$ cat src/rtl/minirisc_bus_arbiter.sv
// Two-master bus arbiter: registered IDLE/GNT0/GNT1 grant state, combinational slave-side mux.
// Define ARB_ROUND_ROBIN_EN for last-served arbitration; default build is fixed priority (m0 wins).
module minirisc_bus_arbiter (
    input  logic       clk,
    input  logic       rst,
    input  logic       m0_bus_req,
    output logic       m0_bus_grant,
    input  logic [7:0] m0_mst2slv_addr,
    input  logic [7:0] m0_mst2slv_data,
    input  logic       m0_mst2slv_wr,
    input  logic       m0_mst2slv_rd,
    input  logic       m1_bus_req,
    output logic       m1_bus_grant,
    input  logic [7:0] m1_mst2slv_addr,
    input  logic [7:0] m1_mst2slv_data,
    input  logic       m1_mst2slv_wr,
    input  logic       m1_mst2slv_rd,
    output logic [7:0] s_mst2slv_addr,
    output logic [7:0] s_mst2slv_data,
    output logic       s_mst2slv_wr,
    output logic       s_mst2slv_rd,
    input  logic [7:0] s_slv2mst_data,
    output logic [7:0] m_slv2mst_data
);

    typedef enum logic [1:0] {
        IDLE = 2'd0,
        GNT0 = 2'd1,
        GNT1 = 2'd2
    } state_t;

    state_t state;
    state_t state_nxt;
    logic   pick1;

`ifdef ARB_ROUND_ROBIN_EN
    logic last_served;
    logic last_served_nxt;

    // Contention goes to whichever master was not served most recently.
    assign pick1 = ~last_served;

    always_comb begin
        last_served_nxt = last_served;
        if (state_nxt == GNT0)
            last_served_nxt = 1'b0;
        else if (state_nxt == GNT1)
            last_served_nxt = 1'b1;
    end

    always_ff @(posedge clk or posedge rst) begin
        if (rst)
            last_served <= 1'b1;
        else
            last_served <= last_served_nxt;
    end
`else
    assign pick1 = 1'b0;
`endif

    always_ff @(posedge clk or posedge rst) begin
        if (rst)
            state <= IDLE;
        else
            state <= state_nxt;
    end

    always_comb begin
        state_nxt      = state;
        m0_bus_grant   = 1'b0;
        m1_bus_grant   = 1'b0;
        s_mst2slv_addr = 8'h00;
        s_mst2slv_data = 8'h00;
        s_mst2slv_wr   = 1'b0;
        s_mst2slv_rd   = 1'b0;
        case (state)
            IDLE: begin
                if (m0_bus_req && m1_bus_req)
                    state_nxt = pick1 ? GNT1 : GNT0;
                else if (m0_bus_req)
                    state_nxt = GNT0;
                else if (m1_bus_req)
                    state_nxt = GNT1;
            end
            GNT0: begin
                if (!m0_bus_req)
                    state_nxt = m1_bus_req ? GNT1 : IDLE;
                m0_bus_grant   = 1'b1;
                s_mst2slv_addr = m0_mst2slv_addr;
                s_mst2slv_data = m0_mst2slv_data;
                s_mst2slv_wr   = m0_mst2slv_wr;
                s_mst2slv_rd   = m0_mst2slv_rd;
            end
            GNT1: begin
                if (!m1_bus_req)
                    state_nxt = m0_bus_req ? GNT0 : IDLE;
                m1_bus_grant   = 1'b1;
                s_mst2slv_addr = m1_mst2slv_addr;
                s_mst2slv_data = m1_mst2slv_data;
                s_mst2slv_wr   = m1_mst2slv_wr;
                s_mst2slv_rd   = m1_mst2slv_rd;
            end
            default: state_nxt = IDLE;
        endcase
    end

    assign m_slv2mst_data = s_slv2mst_data;

endmodule

$ cat config.mk
export PLATFORM = sky130hd
export DESIGN_NAME = minirisc_bus_arbiter
export DESIGN_NICKNAME = d
export VERILOG_FILES = /design/src/rtl/minirisc_bus_arbiter.sv
export SDC_FILE = /design/constraint.sdc
export NUM_CORES = 1
export LEC_CHECK = 0
export ABC_AREA = 1
export BUFFER_PORTS_ARGS = -buffer_cell sky130_fd_sc_hd__buf_4
export CORE_UTILIZATION = 31
export DETAILED_ROUTE_END_ITERATION = 7
export PLACE_DENSITY = 0.81
export SETUP_SLACK_MARGIN = 0.02
export SYNTH_ARGS = -nofsm -noshare
export SYNTH_HDL_FRONTEND = slang
export SYNTH_SLANG_ARGS = --single-unit
$ cat constraint.sdc
create_clock -name clk -period 2 [get_ports clk]
set_input_delay 0.5 -clock clk [delete_from_list [all_inputs] [get_ports clk]]
set_output_delay 0.5 -clock clk [all_outputs]
set_load 0.1 [all_outputs]
==> results by group, run 1 <==
Yosys
  • Syn Std Cell Area: 595.6 sq um
  • Count leader, synth: nand2_1
  • FF+latch count, synth: 2
  • Yosys synthesis warning count: 0
  • Most used flip-flop cell after synthesis: dfrtp_1
  • Post-synthesis cell type with the largest combined area: nand2_1
  • Synth top cells by count: 47 x nand2_1, 10 x a21oi_1, 10 x buf_4
  • Sequential fraction of the synthesis area: 8.403%
  • Number of flops mapped to enable cells by yosys: 0
  • Post-Syn Instances: 100
  • Top-area cell type share of the netlist area: 29.62%
  • Ranking of synthesized cells by area: nand2_1 30%, a21oi_2 13%, buf_4 13%
  • Ys async rst share: 100.0%
  • Yosys cell types: 14
  • Syn_nets: 153
  • Post-Syn Area per Cell: 5.956 sq um

Clock tree
  • Worst-path clk slew: 0.03 ns
  • Clock Tree Buf Depth: 2
  • Num Clock Sinks: 2
  • Clock Latency Late Sink: 0.23 ns
  • CTS Hold Bufs: 0
  • Root buffer cell: clkbuf_4
  • CTS HTree Levels: 1
  • CTS Buf Count: 3
  • TritonCTS clock tree: yes

Power
  • LEAKAGE: 0.6880 nW
  • Peak supply drop: 1.823 mV
  • Pwr dens: 2057 mW/mm^2

Worst setup path
  • Reg2reg setup slack: 0.35 ns
  • Reg2reg end: state[1]$_DFFE_PP0P_
  • Crit path max-delay family: buffers and inverters
  • Critical path required time: 1.50 ns
  • CP max stage cell: dfrtp_1
  • CP Launch Point: state[1]$_DFFE_PP0P_
  • CP Data Arrival Time: 1.60 ns
  • Critical R2R Launch: state[0]$_DFFE_PP0P_
  • Number of buffers and inverters on the critical path: 3
  • Crit path cell chain: buf_4 > ha_4 > buf_6 > nand2_1 > a21oi_4 > buf_12
  • FF-to-FF path depth: 10
  • Crit path max fanout: 9
  • Worst path max stage delay: 0.38 ns
  • CP Launch Type: flip-flop
  • Crit. End Element: primary output
  • Kind of critical path: flip-flop to primary output

Finish
  • Fill count: 58
  • Share of cells above drive strength 1: 65.64%
  • Largest Register: state
  • Diodes inserted: 0
  • End-of-flow core utilization: 93.05%
  • Top flop regs: state (2)
  • Nets: 218
  • Multi-input gate area: 625.6 sq um
  • Register area: 51.30 sq um
  • Post-route design area: 0.001642 sq mm
  • Max reg flops: 2
  • Syn-to-layout area delta: 175.6%

Floorplan
  • Ports: 76
  • CORE AREA: 0.001764 sq mm
  • Die footprint: 0.002100 sq mm
  • Site row count: 15
  • Die height: 45.83 um
  • Die width: 45.83 um
  • Initial Utilization: 33.76%

Outcome
  • Status: finished, violations left
  • Failing checks: setup timing

Placement
  • Pre-CTS setup slack: 0.04944 ns
  • Routability Congestion: 0.7819
  • DP Area: 0.001181 sq mm
  • Buffers on Ports: 59
  • DP HPWL: 1505 um

Routing
  • DR WL/cell: 20.48 um
  • # DRC: 0
  • Vias per inst: 5.346
  • TritonRoute pass-1 iters: 4
  • Post-route ant nets: 0
  • DR iter-0 viols: 27
  • Total wire length: 3851 um
  • Routed vias: 1005

STA
  • Final Max Tran Viols: 0
  • Final TNS setup: -0.6208 ns
  • Clk_skew: 0.006337 ns
  • Final Hold Viols: 0
  • Tmin final: 2.096 ns
  • Worst slew pin tran: 0.2783 ns
  • RSZ-0062 raised after global routing: yes
  • # setup viols final: 17
  • Final WS setup: -0.09558 ns
  • Final Cycle Share: 104.8%
  • Slew margin rel.: 81.60%
  • Max Clock Freq: 477.2 MHz
  • Worst hold slack: 0.1237 ns

GRT
  • Antenna violations before repair: 0
  • Largest net degree at the start of global routing: 19
  • Vias in the first global route: 916
  • First-pass GRT wire length: 3926 um
  • Gr ovfl total: 0
  • GRT Resource Usage Total: 26.50%

Hold path
  • Hold crit path type: input port to asynchronous set/reset pin

Run
  • Max Cap Violations: 0
## cells by family after synthesis
family | after synthesis | synth area share (%)
AOI/OAI and AO/OA | 19 | 21.64
buffers and inverters | 20 | 24.16
and+or+nand+nor | 54 | 35.29
adders and majority gates | 5 | 10.50
DFF | 2 | 8.404
## metrics by stage
step | cells | total power, mW
6_report | 188 | 3.377
5_1_grt | 188 | 3.459
4_1_cts | 182 | 2.924
3_5_place_dp | 173 | 2.266
3_3_place_gp | 173 | 2.241
2_1_floorplan | 100 | 2.007
## area by class of cell
type	instances	area share [%]
Timing Repair Buffer	73	53.43
Multi-Input combinational cell	78	38.11
Sequential cell	2	3.125
Inverter	7	2.058
Tap cell	25	1.905
Clock buffer	3	1.372
## what timing repair did
item,CTS,global route
buffers inserted,5,4
pin swaps,0,5
endpoints found under the setup margin,18,18
gates resized for setup,57,11
cloned,1,2
## metal layers
metal / track usage [%] / up-vias / wire length [um]
met2: 51.43 / 69 / 1990
met5: 0 / - / 0
met4: 15.88 / 0 / 161
met1: 24.36 / 488 / 1405
met3: 6.349 / 16 / 294
li1: - / 432 / -
## worst max-delay path by stage
stage,depth (start not counted),endpoint,slack [ns]
6_report,6,s_mst2slv_wr,-0.1
5_1_grt,6,s_mst2slv_wr,-0.13
4_1_cts,6,s_mst2slv_addr[2],-0.01
3_5_place_dp,6,s_mst2slv_addr[2],0.05
3_3_place_gp,6,s_mst2slv_data[3],0.07
2_1_floorplan,6,s_mst2slv_addr[0],-0.31
## cell usage in the layout, fill, tap and decap left out
master / count
buf_8: 1
inv_6: 1
a21oi_4: 18
a21oi_1: 1
buf_6: 1
ha_4: 3
nand2_2: 5
buf_16: 1
nand3_1: 1
clkbuf_4: 3
nand2_4: 1
inv_1: 4
nor2_1: 4
buf_12: 21
ha_1: 2
buf_4: 47
nand2_1: 42
inv_4: 1
inv_2: 1
dfrtp_1: 1
clkbuf_16: 2
nand3b_1: 1
dfrtp_2: 1
## where the power goes
part | leakage (nW) | internal (mW) | switching, mW
Sequential | 0.0242 | 0.0600 | 0.0171
Combinational | 0.650 | 1.24 | 1.97
Clock | 0.0138 | 0.0665 | 0.0257
(Power assumes the default switching activity.)
==> run 2: changes to the inputs <==
==> constraint.sdc (replaced) <==
create_clock -name clk -period 2.05 [get_ports clk]
set_input_delay 0.5125 -clock clk [delete_from_list [all_inputs] [get_ports clk]]
set_output_delay 0.5125 -clock clk [all_outputs]
set_load 0.1 [all_outputs]
==> run 2 against run 1 <==
  * Area after synthesis is the same
  * The flow now stops in global routing (5_1_grt)
  * Synthesized cell count stayed put
==> results by group, run 2 <==
Outcome
  • Status: did not finish
  • Fail Step: global routing (5_1_grt)
  • Err: [ERROR DPL-0033] detailed placement checks failed during check placement.

STA
  • Worst_ep kind: top-level output
  • Worst setup endpoint GRT: s_mst2slv_data[4]

Yosys
  • Syn Std Cell Area: 595.6 sq um
  • Yosys cell types: 14
  • Ranking of synthesized cells by area: nand2_1 30%, a21oi_2 13%, buf_4 13%
  • Post-synthesis cell type with the largest combined area: nand2_1
  • Post-Syn Instances: 100
  • Sequential fraction of the synthesis area: 8.403%
  • Post-Syn Area per Cell: 5.956 sq um
  • Number of flops mapped to enable cells by yosys: 0
  • Synth top cells by count: 47 x nand2_1, 10 x a21oi_1, 10 x buf_4
  • Ys async rst share: 100.0%
  • FF+latch count, synth: 2
  • Count leader, synth: nand2_1
  • Most used flip-flop cell after synthesis: dfrtp_1
  • Syn_nets: 153
  • Top-area cell type share of the netlist area: 29.62%
  • Yosys synthesis warning count: 0

GRT
  • Antenna violations before repair: 0
  • Largest net degree at the start of global routing: 19

Clock tree
  • CTS Hold Bufs: 0
  • Root buffer cell: clkbuf_4
  • Clock Tree Buf Depth: 2
  • CTS Buf Count: 3
  • CTS HTree Levels: 1
  • Num Clock Sinks: 2

Placement
  • DP HPWL: 1564 um
  • Buffers on Ports: 59
  • Routability Congestion: 0.7660
  • Pre-CTS setup slack: 0.07327 ns

Floorplan
  • Ports: 76
  • Site row count: 15
  • Die width: 45.83 um
  • Die height: 45.83 um
  • Initial Utilization: 33.76%
==> run 2: per-stage QoR <==
step	instance area, sq um	hold slack, ns	util (%)	setup TNS, ns	instances
after CTS	1499	0.1408	84.96	0	184
after detailed placement	1181	0.3740	66.95	0	173
after global placement	1181	0.3730	66.95	0	173
after floorplan	800.8	0.2537	-	-4.035	100
==> run 2: logic make-up after synthesis <==
kind of cell	synth area share, %
and+or+nand+nor	35.29
DFF	8.404
AOI/OAI and AO/OA	21.64
adders and majority gates	10.50
buffers and inverters	24.16
==> run 2: repair_timing <==
item / 4_1_cts
setup buffers: 7
setup endpoints to repair: 18
gates resized for setup: 54
gates cloned: 1
==> run 3: changes to the inputs <==
--- a/config.mk
+++ b/config.mk
@@ -7,10 +7,10 @@
 export LEC_CHECK = 0
 export ABC_AREA = 1
 export BUFFER_PORTS_ARGS = -buffer_cell sky130_fd_sc_hd__buf_4
-export CORE_UTILIZATION = 31
+export CORE_AREA = 2 2 63 65
 export DETAILED_ROUTE_END_ITERATION = 7
-export PLACE_DENSITY = 0.81
-export SETUP_SLACK_MARGIN = 0.02
+export DIE_AREA = 0 0 65 67
+export PLACE_DENSITY_LB_ADDON = 0.15
 export SYNTH_ARGS = -nofsm -noshare
 export SYNTH_HDL_FRONTEND = slang
 export SYNTH_SLANG_ARGS = --single-unit
==> run 3 against run 2 <==
  * The flow now finishes without violations
==> results by group, run 3 (synthesized netlist as in run 1, its figures left out) <==
Outcome
  • Status: completed

Floorplan
  • Die footprint: 0.004355 sq mm
  • Initial Utilization: 16.52%
  • Site row count: 22
  • CORE AREA: 0.003606 sq mm
  • Die width: 65 um
  • Die height: 67 um
  • Ports: 76

Power
  • Power after layout: 3.027 mW
  • Peak supply drop: 0.8028 mV
  • Pint: 1.209 mW
  • Clock share of power: 5.0%
  • Share of power burned in registers: 2.6%
  • Pwr dens: 1874 mW/mm^2
  • Switching pwr: 1.817 mW
  • Switching part of the total power: 60.04%
  • Logic gate share of total power: 92.4%
  • LEAKAGE: 0.6636 nW

Routing
  • Max layer used: met4
  • TritonRoute pass-1 iters: 4
  • DR iter-0 viols: 30
  • Met1 WL: 999 um
  • Vias per inst: 4.134
  • Total wire length: 2736 um
  • Met3 wire len: 188 um
  • DR WL/cell: 13.09 um
  • Post-route ant nets: 0
  • # DRC: 0
  • Routed vias: 864
  • Wire length on met2: 1538 um

Worst setup path
  • Reg2reg setup slack: 0.66 ns
  • CP Data Arrival Time: 1.48 ns
  • Most used cell along the critical path: buf_12
  • Crit path max fanout: 9
  • CP max stage cell: dfrtp_2
  • Critical path required time: 1.54 ns
  • Worst path max stage delay: 0.41 ns
  • Crit. End Element: primary output
  • Crit path cell chain: inv_2 > ha_4 > buf_12 > nand2_1 > a21oi_4 > buf_12
  • Kind of critical path: flip-flop to primary output
  • CP Launch Type: flip-flop

Clock tree
  • CTS HTree Levels: 1
  • Clock Latency Late Sink: 0.21 ns
  • TritonCTS clock tree: yes
  • Num Clock Sinks: 2
  • Root buffer cell: clkbuf_8
  • Clock Tree Buf Depth: 2
  • Worst-path clk slew: 0.03 ns
  • CTS Buf Count: 3

STA
  • Slew margin rel.: 81.49%
  • Clk_skew: 0.0008441 ns
  • # setup viols final: 0
  • Tmin final: 1.994 ns
  • Final Max Tran Viols: 0
  • Final Cycle Share: 97.27%
  • RSZ-0062 raised after global routing: yes
  • Final Hold Viols: 0
  • Max Clock Freq: 501.5 MHz
  • Worst slew pin tran: 0.2799 ns
  • Final WS setup: 0.05603 ns
  • Final TNS setup: 0 ns

Finish
  • Most frequent cells in the layout: 48 x buf_4, 46 x nand2_1, 21 x buf_12
  • Non-Filler Instances: 209
  • Share of cells above drive strength 1: 63.35%
  • Register area: 52.55 sq um
  • Syn-to-layout area delta: 171.2%
  • Max reg flops: 2
  • Top flop regs: state (2)
  • Fill count: 362
  • Largest Register: state
  • Multi-input gate area: 615.6 sq um
  • Post-route design area: 0.001615 sq mm
  • Diodes inserted: 0
  • Nets: 216
  • Most common cell after layout, fill and taps aside: buf_4

Run
  • Max Cap Violations: 0

GRT
  • Antenna violations before repair: 0
  • Vias in the first global route: 867
  • Largest net degree at the start of global routing: 19
  • Gr ovfl total: 0
  • First-pass GRT wire length: 3857 um
  • GRT Resource Usage Total: 11.39%

Placement
  • DP Area: 0.001202 sq mm
  • Routability Congestion: 0.6758
  • Pre-CTS setup slack: 0.07216 ns
  • Placed cells: 195
  • Buffers on Ports: 59
  • DP HPWL: 1723 um

Hold path
  • Hold crit path type: input port to asynchronous set/reset pin
-- run 3: through the flow --
stage / util (%) / hold WS [ns]
5_1_grt: 44.80 / 0.1583
3_3_place_gp: 33.34 / 0.3760
3_5_place_dp: 33.34 / 0.3730
4_1_cts: 42.51 / 0.1533
2_1_floorplan: - / 0.2537
6_report: 44.80 / 0.1569
-- run 3: power groups by stage --
| stage | sequential (mW) | clock [mW] | combinational [mW] |
|---|---|---|---|
| after floorplan | 0.0830 | 0 | 1.87 |
| after global placement | 0.0861 | 0 | 2.13 |
| after detailed placement | 0.0871 | 0 | 2.13 |
| after CTS | 0.0754 | 0.157 | 2.60 |
| after global routing | 0.0805 | 0.161 | 2.92 |
| final | 0.0790 | 0.151 | 2.80 |
-- run 3: worst max-delay path, delay by kind of cell (launching register included) --
family	cells	cell delay (ns)
flip-flops	1	0.41
AND/OR/NAND/NOR	1	0.08
AO/OA/AOI/OAI	1	0.18
adder cells (fa/ha/maj)	1	0.17
buffers and inverters	3	0.42
-- run 3: area by class of cell --
type / instances / share of cell area [%]
Tap cell: 48 / 3.718
Timing Repair Buffer: 71 / 50.58
Multi-Input combinational cell: 78 / 38.11
Sequential cell: 2 / 3.253
Inverter: 7 / 1.782
Clock buffer: 3 / 2.556
-- run 3: worst paths after layout --
path                                      start              endpoint  cells past startpoint
max in group asynchronous                   rst  state[0]$_DFFE_PP0P_                      2
max                        state[1]$_DFFE_PP0P_     s_mst2slv_addr[6]                      6
min                                         rst  state[1]$_DFFE_PP0P_                      2
min reg2reg                state[1]$_DFFE_PP0P_  state[1]$_DFFE_PP0P_                      3
max reg2reg                state[0]$_DFFE_PP0P_  state[0]$_DFFE_PP0P_                      9
min in group clk           state[1]$_DFFE_PP0P_  state[1]$_DFFE_PP0P_                      3
-- run 3: routing by layer --
layer | GRT usage (%) | vias to the layer above
met5 | 0 | -
met4 | 3.191 | 0
met3 | 1.858 | 2
met2 | 23.07 | 35
met1 | 11.87 | 403
li1 | - | 424
-- run 3: timing repair --
item | CTS | global route
gates resized for setup | 57 | 4
pin swaps | 0 | 1
setup endpoints to repair | 18 | 18
buffers inserted | 6 | 3
hold buffers | 0 | 0
cloned | 0 | 2
==> run 4: changes to the inputs <==
--- a/config.mk
+++ b/config.mk
@@ -7,7 +7,9 @@
 export LEC_CHECK = 0
 export ABC_AREA = 1
 export BUFFER_PORTS_ARGS = -buffer_cell sky130_fd_sc_hd__buf_4
+export CAP_MARGIN = 5
 export CORE_AREA = 2 2 63 65
+export CTS_BUF_LIST = sky130_fd_sc_hd__clkbuf_4 sky130_fd_sc_hd__clkbuf_8
 export DETAILED_ROUTE_END_ITERATION = 7
 export DIE_AREA = 0 0 65 67
 export PLACE_DENSITY_LB_ADDON = 0.15
==> constraint.sdc (replaced) <==
create_clock -name clk -period 2.53 [get_ports clk]
set_input_delay 0.6325 -clock clk [delete_from_list [all_inputs] [get_ports clk]]
set_output_delay 0.6325 -clock clk [all_outputs]
set_load 0.1 [all_outputs]
==> run 4 against run 3 <==
  * Clock power shrank 18%
  * Largest power group unchanged
  * Combinational power shrank 40%
  * Critical endpoint is now s_mst2slv_data[6]
  * Sequential power shrank 34%
==> results by group, run 4 (synthesized netlist as in run 1, its figures left out) <==
Outcome
  • Status: completed

STA
  • # setup viols final: 0
  • Tmin final: 2.314 ns
  • Worst hold slack: 0.2773 ns
  • Final Max Tran Viols: 0
  • Worst slew pin tran: 0.4917 ns
  • Final TNS setup: 0 ns
  • RSZ-0062 raised after global routing: no
  • Max Clock Freq: 432.1 MHz
  • Slew margin rel.: 67.22%
  • Final Hold Viols: 0
  • Final Cycle Share: 91.48%
  • Clk_skew: 0.001786 ns

Power
  • Peak supply drop: 0.8087 mV
  • Pwr dens: 1512 mW/mm^2
  • LEAKAGE: 0.5337 nW

Placement
  • DP Area: 0.001190 sq mm
  • Buffers on Ports: 59
  • Routability Congestion: 0.6866
  • Placed cells: 196
  • DP HPWL: 1724 um

Finish
  • Syn-to-layout area delta: 107.1%
  • Max reg flops: 2
  • Diodes inserted: 0
  • Fill count: 390
  • Most common cell after layout, fill and taps aside: buf_4
  • End-of-flow core utilization: 34.21%
  • Post-route design area: 0.001234 sq mm
  • Non-Filler Instances: 199
  • Most frequent cells in the layout: 61 x buf_4, 47 x nand2_1, 18 x a21oi_4
  • Top flop regs: state (2)
  • Largest Register: state
  • Nets: 206
  • Share of cells above drive strength 1: 56.95%

Worst setup path
  • Crit path cell chain: inv_1 > ha_1 > inv_4 > a21oi_4 > buf_4
  • Reg2reg end: state[1]$_DFFE_PP0P_
  • Crit. End Element: primary output
  • Worst path max stage delay: 0.39 ns
  • Kind of critical path: flip-flop to primary output
  • CP Launch Point: state[0]$_DFFE_PP0P_
  • CP Launch Type: flip-flop
  • CP max stage cell: inv_4
  • Crit path max fanout: 18
  • Critical path required time: 1.90 ns
  • Crit path to: s_mst2slv_data[6]
  • Reg2reg setup slack: 1.26 ns
  • Critical R2R Launch: state[0]$_DFFE_PP0P_
  • FF-to-FF path depth: 8
  • CP Data Arrival Time: 1.68 ns

Routing
  • Post-route ant nets: 0
  • DR WL/cell: 10.86 um
  • TritonRoute pass-1 iters: 4
  • Total wire length: 2162 um
  • # DRC: 0
  • Routed vias: 786
  • DR iter-0 viols: 32
  • Vias per inst: 3.950

Floorplan
  • CORE AREA: 0.003606 sq mm
  • Site row count: 22
  • Initial Utilization: 16.52%
  • Die footprint: 0.004355 sq mm
  • Die width: 65 um
  • Die height: 67 um
  • Ports: 76

Hold path
  • Hold crit path type: input port to asynchronous set/reset pin

GRT
  • Vias in the first global route: 733
  • GRT Resource Usage Total: 9.463%
  • First-pass GRT wire length: 3249 um
  • Antenna violations before repair: 0
  • Largest net degree at the start of global routing: 22
  • Gr ovfl total: 0

Run
  • Max Cap Violations: 0

Clock tree
  • Clock Latency Late Sink: 0.21 ns
  • CTS Buf Count: 3
  • CTS Hold Bufs: 0
  • TritonCTS clock tree: yes
  • Worst-path clk slew: 0.03 ns
  • Clock Tree Buf Depth: 2
  • Num Clock Sinks: 2
  • CTS HTree Levels: 1
  • Root buffer cell: clkbuf_8
[run 4: changes by cell type in the layout (fill, tap and decap cells not counted), sizes merged]
cell	before	now
buf	70	61
clkbuf	4	3
[run 4: critical path: cells and delay by family (launching register included)]
kind                       cells  cell delay, ns
adders and majority gates      1            0.28
DFF                            1            0.36
AOI/OAI and AO/OA              1            0.04
buffers and inverters          3            0.78
[run 4: area by class of cell]
cell class / count / area (sq um) / area share [%]
clock buffers: 3 / 41.29 / 3.347
inverters: 7 / 28.78 / 2.333
multi-input cells: 78 / 595.6 / 48.28
flip-flops and latches: 2 / 50.05 / 4.057
well taps: 48 / 60.06 / 4.868
repair buffers: 61 / 457.9 / 37.12
[run 4: worst min-delay path by stage]
stage,endpoint,slack [ns],depth (start not counted)
finish,state[0]$_DFFE_PP0P_,0.28,2
global route,state[0]$_DFFE_PP0P_,0.28,2
floorplan,state[0]$_DFFE_PP0P_,0.37,1
global placement,state[1]$_DFFE_PP0P_,0.49,2
detailed placement,state[1]$_DFFE_PP0P_,0.50,2
CTS,state[0]$_DFFE_PP0P_,0.27,2
[run 4: stage by stage]
| step | power (mW) | setup WS [ns] |
|---|---|---|
| after floorplan | 1.573 | 0.005873 |
| after global placement | 1.746 | 0.2291 |
| after detailed placement | 1.753 | 0.2153 |
| after CTS | 1.892 | 0.2028 |
| after global routing | 1.962 | 0.1585 |
| final | 1.866 | 0.2156 |
[run 4: power breakdown]
part           switching, mW  leakage (nW)  internal (mW)
clock network         0.0238        0.0216          0.101
logic                   1.30         0.487          0.387
registers            0.00606        0.0255         0.0461
total                   1.33         0.534          0.533
[run 4: routing by layer]
layer  global-route usage, %  wire [um]
met2                   15.59       1120
met1                   12.16        880
met5                       0          0
met4                   3.191          0
met3                   2.027        161
[run 4: timing repair]
action | 4_1_cts | 5_1_grt
setup endpoints to repair | 17 | 0
gates resized for setup | 1 | 0
buffers inserted | 0 | 0
